## config.mk

```make
export PLATFORM = sky130hd
export DESIGN_NAME = imem_boot_loader_flat
export DESIGN_NICKNAME = d
export VERILOG_FILES = /design/src/rtl/imem_boot_loader_pkg.sv /design/src/rtl/imem_boot_loader_if.sv /design/src/rtl/imem_boot_loader_byte_word_assembler.sv /design/src/rtl/imem_boot_loader.sv /design/src/flat_wrapper.sv
export SDC_FILE = /design/constraint.sdc
export NUM_CORES = 1
export LEC_CHECK = 0
export CORE_UTILIZATION = 39
export DETAILED_ROUTE_END_ITERATION = 7
export PLACE_DENSITY_LB_ADDON = 0.2
export SLEW_MARGIN = 20
export SYNTH_ARGS = -nofsm -noshare
export SYNTH_HDL_FRONTEND = slang
export SYNTH_SLANG_ARGS = --single-unit
```

## constraint.sdc

```tcl
create_clock -name clk -period 2.5 [get_ports clk]
set_input_delay 0.75 -clock clk [delete_from_list [all_inputs] [get_ports clk]]
set_output_delay 0.75 -clock clk [all_outputs]
set_load 0.005 [all_outputs]
```

## src/rtl/imem_boot_loader_pkg.sv

```systemverilog
// Shared types and constants for the instruction-memory boot loader.
// Frame: 2-byte big-endian word count, little-endian payload words, XOR checksum byte.
package mips_boot_pkg;

  typedef enum logic [2:0] {
    HDR_HI,
    HDR_LO,
    DATA,
    CSUM,
    DONE,
    ERR
  } state_t;

  localparam int BYTES_PER_WORD = 4;
  localparam int HDR_BYTES      = 2;
  localparam int LEN_W          = HDR_BYTES * 8;

  // States in which the loader is willing to take a stream byte.
  function automatic logic accepts_bytes(input state_t s);
    return (s == HDR_HI) || (s == HDR_LO) || (s == DATA) || (s == CSUM);
  endfunction

endpackage

```

## src/rtl/imem_boot_loader_if.sv

```systemverilog
// Byte-stream input and instruction-memory / core-control outputs of the boot loader.
// The loader uses the slave view; whoever feeds the stream uses the master view.
interface imem_boot_loader_if #(
  parameter int ADDR_W = 10
) ();

  logic              in_valid;
  logic [7:0]        in_data;
  logic              in_ready;
  logic              imem_we;
  logic [ADDR_W-1:0] imem_addr;
  logic [31:0]       imem_wdata;
  logic              core_rst;
  logic              done;
  logic              error;
  logic [ADDR_W:0]   words_loaded;

  modport slave (
    input  in_valid, in_data,
    output in_ready, imem_we, imem_addr, imem_wdata,
           core_rst, done, error, words_loaded
  );

  modport master (
    output in_valid, in_data,
    input  in_ready, imem_we, imem_addr, imem_wdata,
           core_rst, done, error, words_loaded
  );

endinterface

```

## src/rtl/imem_boot_loader_byte_word_assembler.sv

```systemverilog
// Packs payload bytes little-endian into 32-bit words and keeps the running XOR checksum.
// word_valid pulses for one cycle right after the byte that completes a word.
module byte_word_assembler
  import mips_boot_pkg::*;
(
  input  logic        clk,
  input  logic        rst,
  input  logic        i_byte_en,
  input  logic [7:0]  i_byte_data,
  output logic        o_lane_last,
  output logic        word_valid,
  output logic [31:0] word,
  output logic [7:0]  csum
);

  localparam int LANE_W = $clog2(BYTES_PER_WORD);

  logic [LANE_W-1:0] r_lane;
  logic              r_word_valid;
  logic [7:0]        r_csum;
  logic              w_lane_last;

  assign w_lane_last = (r_lane == LANE_W'(BYTES_PER_WORD - 1));

  always_ff @(posedge clk or negedge rst) begin
    if (!rst) begin
      r_lane       <= '0;
      r_word_valid <= 1'b0;
      r_csum       <= '0;
    end else begin
      r_word_valid <= i_byte_en && w_lane_last;
      if (i_byte_en) begin
        r_lane <= r_lane + 1'b1;
        r_csum <= r_csum ^ i_byte_data;
      end
    end
  end

  // One byte register per lane; each only loads when the lane counter points at it.
  genvar gi;
  generate
    for (gi = 0; gi < BYTES_PER_WORD; gi++) begin : g_lane
      logic [7:0] r_byte;
      always_ff @(posedge clk or negedge rst) begin
        if (!rst) begin
          r_byte <= '0;
        end else if (i_byte_en && (r_lane == LANE_W'(gi))) begin
          r_byte <= i_byte_data;
        end
      end
      assign word[gi*8 +: 8] = r_byte;
    end
  endgenerate

  assign o_lane_last = w_lane_last;
  assign word_valid  = r_word_valid;
  assign csum        = r_csum;

endmodule

```

## src/rtl/imem_boot_loader.sv

```systemverilog
// Boot loader: parses the program frame, writes instruction memory, and releases
// the core only after every word is written and the checksum matches.
module imem_boot_loader
  import mips_boot_pkg::*;
#(
  parameter int ADDR_W    = 10,
  parameter int NUM_WORDS = 256
) (
  input  logic               clk,
  input  logic               rst,
  imem_boot_loader_if.slave  bus
);

  state_t            r_state;
  state_t            w_state_next;
  logic [LEN_W-1:0]  r_len;
  logic [LEN_W-1:0]  w_len_next;
  logic [LEN_W-1:0]  w_len_hdr;
  logic [ADDR_W:0]   r_widx;
  logic [ADDR_W-1:0] r_addr;
  logic              r_in_ready;
  logic              r_done;
  logic              r_error;
  logic              r_core_rst;

  logic              w_xfer;
  logic              w_byte_en;
  logic              w_lane_last;
  logic              w_word_end;
  logic              w_last_word;
  logic              w_word_valid;
  logic [31:0]       w_word;
  logic [7:0]        w_csum;

  assign w_xfer      = bus.in_valid && r_in_ready;
  assign w_byte_en   = w_xfer && (r_state == DATA);
  assign w_word_end  = w_byte_en && w_lane_last;
  assign w_last_word = ((LEN_W'(r_widx) + LEN_W'(1)) == r_len);
  assign w_len_hdr   = {r_len[LEN_W-1:8], bus.in_data};

  byte_word_assembler u_asm (
    .clk         (clk),
    .rst         (rst),
    .i_byte_en   (w_byte_en),
    .i_byte_data (bus.in_data),
    .o_lane_last (w_lane_last),
    .word_valid  (w_word_valid),
    .word        (w_word),
    .csum        (w_csum)
  );

  always_comb begin
    w_state_next = r_state;
    w_len_next   = r_len;
    case (r_state)
      HDR_HI: begin
        if (w_xfer) begin
          w_len_next   = {bus.in_data, 8'h00};
          w_state_next = HDR_LO;
        end
      end
      HDR_LO: begin
        if (w_xfer) begin
          w_len_next = w_len_hdr;
          if (w_len_hdr > LEN_W'(NUM_WORDS)) begin
            w_state_next = ERR;
          end else if (w_len_hdr == '0) begin
            w_state_next = CSUM;
          end else begin
            w_state_next = DATA;
          end
        end
      end
      DATA: begin
        if (w_word_end && w_last_word) begin
          w_state_next = CSUM;
        end
      end
      CSUM: begin
        if (w_xfer) begin
          w_state_next = (bus.in_data == w_csum) ? DONE : ERR;
        end
      end
      DONE:    w_state_next = DONE;
      ERR:     w_state_next = ERR;
      default: w_state_next = ERR;
    endcase
  end

  // Status outputs are registered from the next state so they change on the
  // first cycle of the new state (core_rst falls one cycle after the checksum).
  always_ff @(posedge clk or negedge rst) begin
    if (!rst) begin
      r_state    <= HDR_HI;
      r_len      <= '0;
      r_widx     <= '0;
      r_addr     <= '0;
      r_in_ready <= 1'b0;
      r_done     <= 1'b0;
      r_error    <= 1'b0;
      r_core_rst <= 1'b1;
    end else begin
      r_state    <= w_state_next;
      r_len      <= w_len_next;
      r_in_ready <= accepts_bytes(w_state_next);
      r_done     <= (w_state_next == DONE);
      r_error    <= (w_state_next == ERR);
      r_core_rst <= (w_state_next != DONE);
      if (w_word_end) begin
        r_addr <= r_widx[ADDR_W-1:0];
        r_widx <= r_widx + 1'b1;
      end
    end
  end

  assign bus.in_ready     = r_in_ready;
  assign bus.imem_we      = w_word_valid;
  assign bus.imem_addr    = r_addr;
  assign bus.imem_wdata   = w_word;
  assign bus.core_rst     = r_core_rst;
  assign bus.done         = r_done;
  assign bus.error        = r_error;
  assign bus.words_loaded = r_widx;

endmodule

```

## src/flat_wrapper.sv

```systemverilog
// flat-port wrapper written by rule: the top's interface ports become plain ports
module imem_boot_loader_flat import mips_boot_pkg::*;
#(
  parameter int ADDR_W    = 10,
  parameter int NUM_WORDS = 256
)
  (clk, rst, bus_in_valid, bus_in_data, bus_in_ready, bus_imem_we, bus_imem_addr, bus_imem_wdata, bus_core_rst, bus_done, bus_error, bus_words_loaded);
  imem_boot_loader_if #(.ADDR_W(ADDR_W)) bus_i ();
  input  logic clk;
  input  logic rst;
  input wire logic [$bits(bus_i.in_valid)-1:0] bus_in_valid;
  input wire logic [$bits(bus_i.in_data)-1:0] bus_in_data;
  output wire logic [$bits(bus_i.in_ready)-1:0] bus_in_ready;
  output wire logic [$bits(bus_i.imem_we)-1:0] bus_imem_we;
  output wire logic [$bits(bus_i.imem_addr)-1:0] bus_imem_addr;
  output wire logic [$bits(bus_i.imem_wdata)-1:0] bus_imem_wdata;
  output wire logic [$bits(bus_i.core_rst)-1:0] bus_core_rst;
  output wire logic [$bits(bus_i.done)-1:0] bus_done;
  output wire logic [$bits(bus_i.error)-1:0] bus_error;
  output wire logic [$bits(bus_i.words_loaded)-1:0] bus_words_loaded;
  assign bus_i.in_valid = bus_in_valid;
  assign bus_i.in_data = bus_in_data;
  assign bus_in_ready = bus_i.in_ready;
  assign bus_imem_we = bus_i.imem_we;
  assign bus_imem_addr = bus_i.imem_addr;
  assign bus_imem_wdata = bus_i.imem_wdata;
  assign bus_core_rst = bus_i.core_rst;
  assign bus_done = bus_i.done;
  assign bus_error = bus_i.error;
  assign bus_words_loaded = bus_i.words_loaded;
  imem_boot_loader #(.ADDR_W(ADDR_W), .NUM_WORDS(NUM_WORDS)) u_core (.clk(clk), .rst(rst), .bus(bus_i));
endmodule
```

==> results_dict.tcl <==
set metrics [dict create \
    nets 453 \
    cp.required_ps 2740 \
    post_dp_cell_area_mm2 0.004930 \
    path_class "primary input to flip-flop" \
    final_layout_size_suffix_gt1_share_pct 19.46 \
    busiest_layer "met2" \
    cap_viol_max_count 0 \
    postCtsSetupRepairBufs 0 \
    cts_inserted_buffers 9 \
    power.density_mw_per_mm2 681.8 \
    grtUsageMet1_pct 25.76 \
    syn_avg_cell_area_um2 11.15 \
    synth_nets 374 \
    final_area_mm2 0.005145 \
    cellLeakagePower_nw 2.352 \
    yosys_warnings 0 \
    synth_edf_count 0 \
    cp_max_fo 3 \
    status "complete, no violations" \
    io_buffers 68 \
    grt_pass1_wl_mm 15.06 \
    synth_common_cells "dfrtp_1 (86), nand2_1 (82), mux2_2 (32)" \
    report.power.total_mw 3.508 \
    reg2reg_setup_slack_ps 550 \
    seqCellArea_mm2 0.002178 \
    timing.rr.start "u_core.r_len[13]$_DFFE_PN0P_" \
    antenna_found_initial 0 \
    drtIter0Drc 80 \
    wire_per_inst_um 15.66 \
    io_pins 69 \
    synth_cell_types 49 \
    fp-row-count 36 \
    firstDrtPassIters 4 \
    ir_drop_mv 0.2676 \
    r2r-end "u_core.bus.done$_DFF_PN0_" \
    core_area_mm2 0.009864 \
    dieArea_mm2 0.01064 \
    clock-root-buffer "clkbuf_8" \
    grt_usage_pct 19.12 \
    yosysSeqAreaShare_pct 54.59 \
    hold_buffers 0 \
    max_freq_mhz 424.2 \
    htreeDepth 3 \
    overflow 0 \
    totalWireLength_mm 9.002 \
    worst-r2r-cell-count 6 \
    tightest_slew_ps 425.0 \
    relSlewSlack_pct 71.66 \
    final_max_slew_viol_count 0 \
    rsz0062_at_grt "no" \
    cts_resized 0 \
    synth_top_area_share_pct 53.94 \
    grt_pass1_vias 2908 \
    synthTopCellsByArea "dfrtp_1 (54%), mux2_2 (9.0%), nand2_1 (7.7%)" \
    ant_nets 0 \
    cts_tree "yes" \
    critPathCapture "u_core.bus.done$_DFF_PN0_" \
    vias 2816 \
    grt_use_met3_pct 4.610 \
    clock_latency_ps 350 \
    grt_max_degree 37 \
    syn_inst 358 \
    setup_viol 0 \
    synthMostInstantiatedCell "dfrtp_1" \
    fill_cells 868 \
    viasPerCell 4.897 \
    initial_utilization_pct 40.45 \
    yosys.area.top_type "dfrtp_1" \
    drc_errors 0 \
    place_congestion 0.7602 \
    area_delta_synth_final_pct 28.94 \
    synth_seq_cells 87 \
    worstSetupStartpoint "bus_in_data[6]" \
    grt_use_met2_pct 29.90 \
    antenna_cells 0 \
    final-hold-violation-count 0 \
    period_needed_ps 2357 \
    cp-start-kind "primary input" \
    syn_area_mm2 0.003990 \
    multi_input_area_mm2 0.001663 \
    cts_max_path_buffers 2 \
    fin_crit_sh_pct 94.29 \
    worst_ep_arrival_time_ps 2600 \
    die-height_um 103.2 \
    hpwl_mm 6.370 \
    die_w_um 103.2 \
    finClkSkew_ps 13.00 \
    endpoint_kind "flip-flop" \
    clock_sinks 87 \
    hp-class "primary input to async pin" \
    clk_pin_slew_ps 90 \
    synthFlopType "dfrtp_1" \
    postSynth.asyncResetShare_pct 100.0 \
]
-- report_power, final --
part,switching [mW],total [mW],internal [mW]
clock,0.519,1.04,0.524
combinational,0.281,0.661,0.381
sequential,0.200,1.80,1.60
-- worst max-delay path, stage by stage --
cell             delay (ps)
clkdlybuf4s50_1         480
nor4_4                  300
nand2_2                 120
a2111o_1                460
a41oi_2                 270
inv_2                    60
and2_1                  140
-- per-layer routing --
layer / up-vias / wire (µm)
li1: 1359 / -
met1: 1375 / 4278
met2: 69 / 4093
met3: 13 / 472
met4: 0 / 157
met5: - / 0
-- cell families (layout without fill, tap and decap cells) --
kind of cell               Yosys count  after routing  synth area share (%)
AOI/OAI and AO/OA                   29             29                 5.457
and+or+nand+nor                    134            134                 16.62
DFF                                 87             87                 54.59
adders and majority gates            5              5                 1.568
muxes                               32             32                 9.031
buffers and inverters               30            114                 3.731
xor gates and xnor gates            41             41                 9.000
-- state kept, by name (all words and copies together), names as in the netlist, 2 cells and up --
| register | count |
|---|---|
| u_core.bus.imem_addr | 10 |
| u_core.bus.words_loaded | 11 |
| u_core.r_len | 16 |
| u_core.r_state | 3 |
| u_core.u_asm.csum | 8 |
| u_core.u_asm.g_lane.r_byte | 32 |
| u_core.u_asm.r_lane | 2 |
-- placed cells by master (no fill, tap or decap), types with 5 or more instances in the layout --
master / synthesis / routed
clkdlybuf4s50_1: 0 / 67
mux2_2: 32 / 32
xor2_1: 15 / 15
dfrtp_1: 86 / 86
o21ai_0: 8 / 8
xnor2_1: 26 / 26
nand3_1: 5 / 5
ha_1: 5 / 5
clkbuf_8: 0 / 11
nor3_1: 6 / 6
buf_4: 2 / 23
a22o_1: 7 / 7
nor2_1: 7 / 7
nand2_1: 82 / 82
-- per-stage QoR --
step | instances | utilization (%) | worst slack [ps] | setup TNS (ps) | hold WS [ps]
after floorplan | 358 | - | 301.3 | 0 | 454.4
after global placement | 559 | 49.97 | -201.0 | -3031 | 457.6
after detailed placement | 559 | 49.97 | -217.3 | -4372 | 464.8
after CTS | 575 | 52.16 | 146.0 | 0 | 316.1
after global routing | 575 | 52.16 | 13.75 | 0 | 326.2
final | 575 | 52.16 | 142.8 | 0 | 311.3
-- how the worst min path moves through the flow --
stage / startpoint / endpoint / slack [ps] / cells after the start
2_1_floorplan: rst / u_core.bus.done$_DFF_PN0_ / 450 / 0
3_5_place_dp: u_core.u_asm.g_lane[3].r_byte[3]$_DFFE_PN0P_ / u_core.u_asm.g_lane[3].r_byte[3]$_DFFE_PN0P_ / 460 / 2
4_1_cts: rst / u_core.bus.words_loaded[0]$_DFFE_PN0P_ / 320 / 1
5_1_grt: rst / u_core.bus.words_loaded[0]$_DFFE_PN0P_ / 330 / 1
6_report: rst / u_core.bus.words_loaded[0]$_DFFE_PN0P_ / 310 / 1
3_3_place_gp: u_core.u_asm.g_lane[3].r_byte[1]$_DFFE_PN0P_ / u_core.u_asm.g_lane[3].r_byte[1]$_DFFE_PN0P_ / 460 / 2
-- cell type report --
| cell class | count | area share, % |
|---|---|---|
| clock inverter | 5 | 1.240 |
| clock buffer | 11 | 2.943 |
| timing repair buffer | 93 | 17.56 |
| tap | 133 | 3.234 |
| multi-input combinational | 241 | 32.32 |
| inverter | 5 | 0.3648 |
| sequential | 87 | 42.34 |
Note: power is estimated with default switching activity, not from simulation.
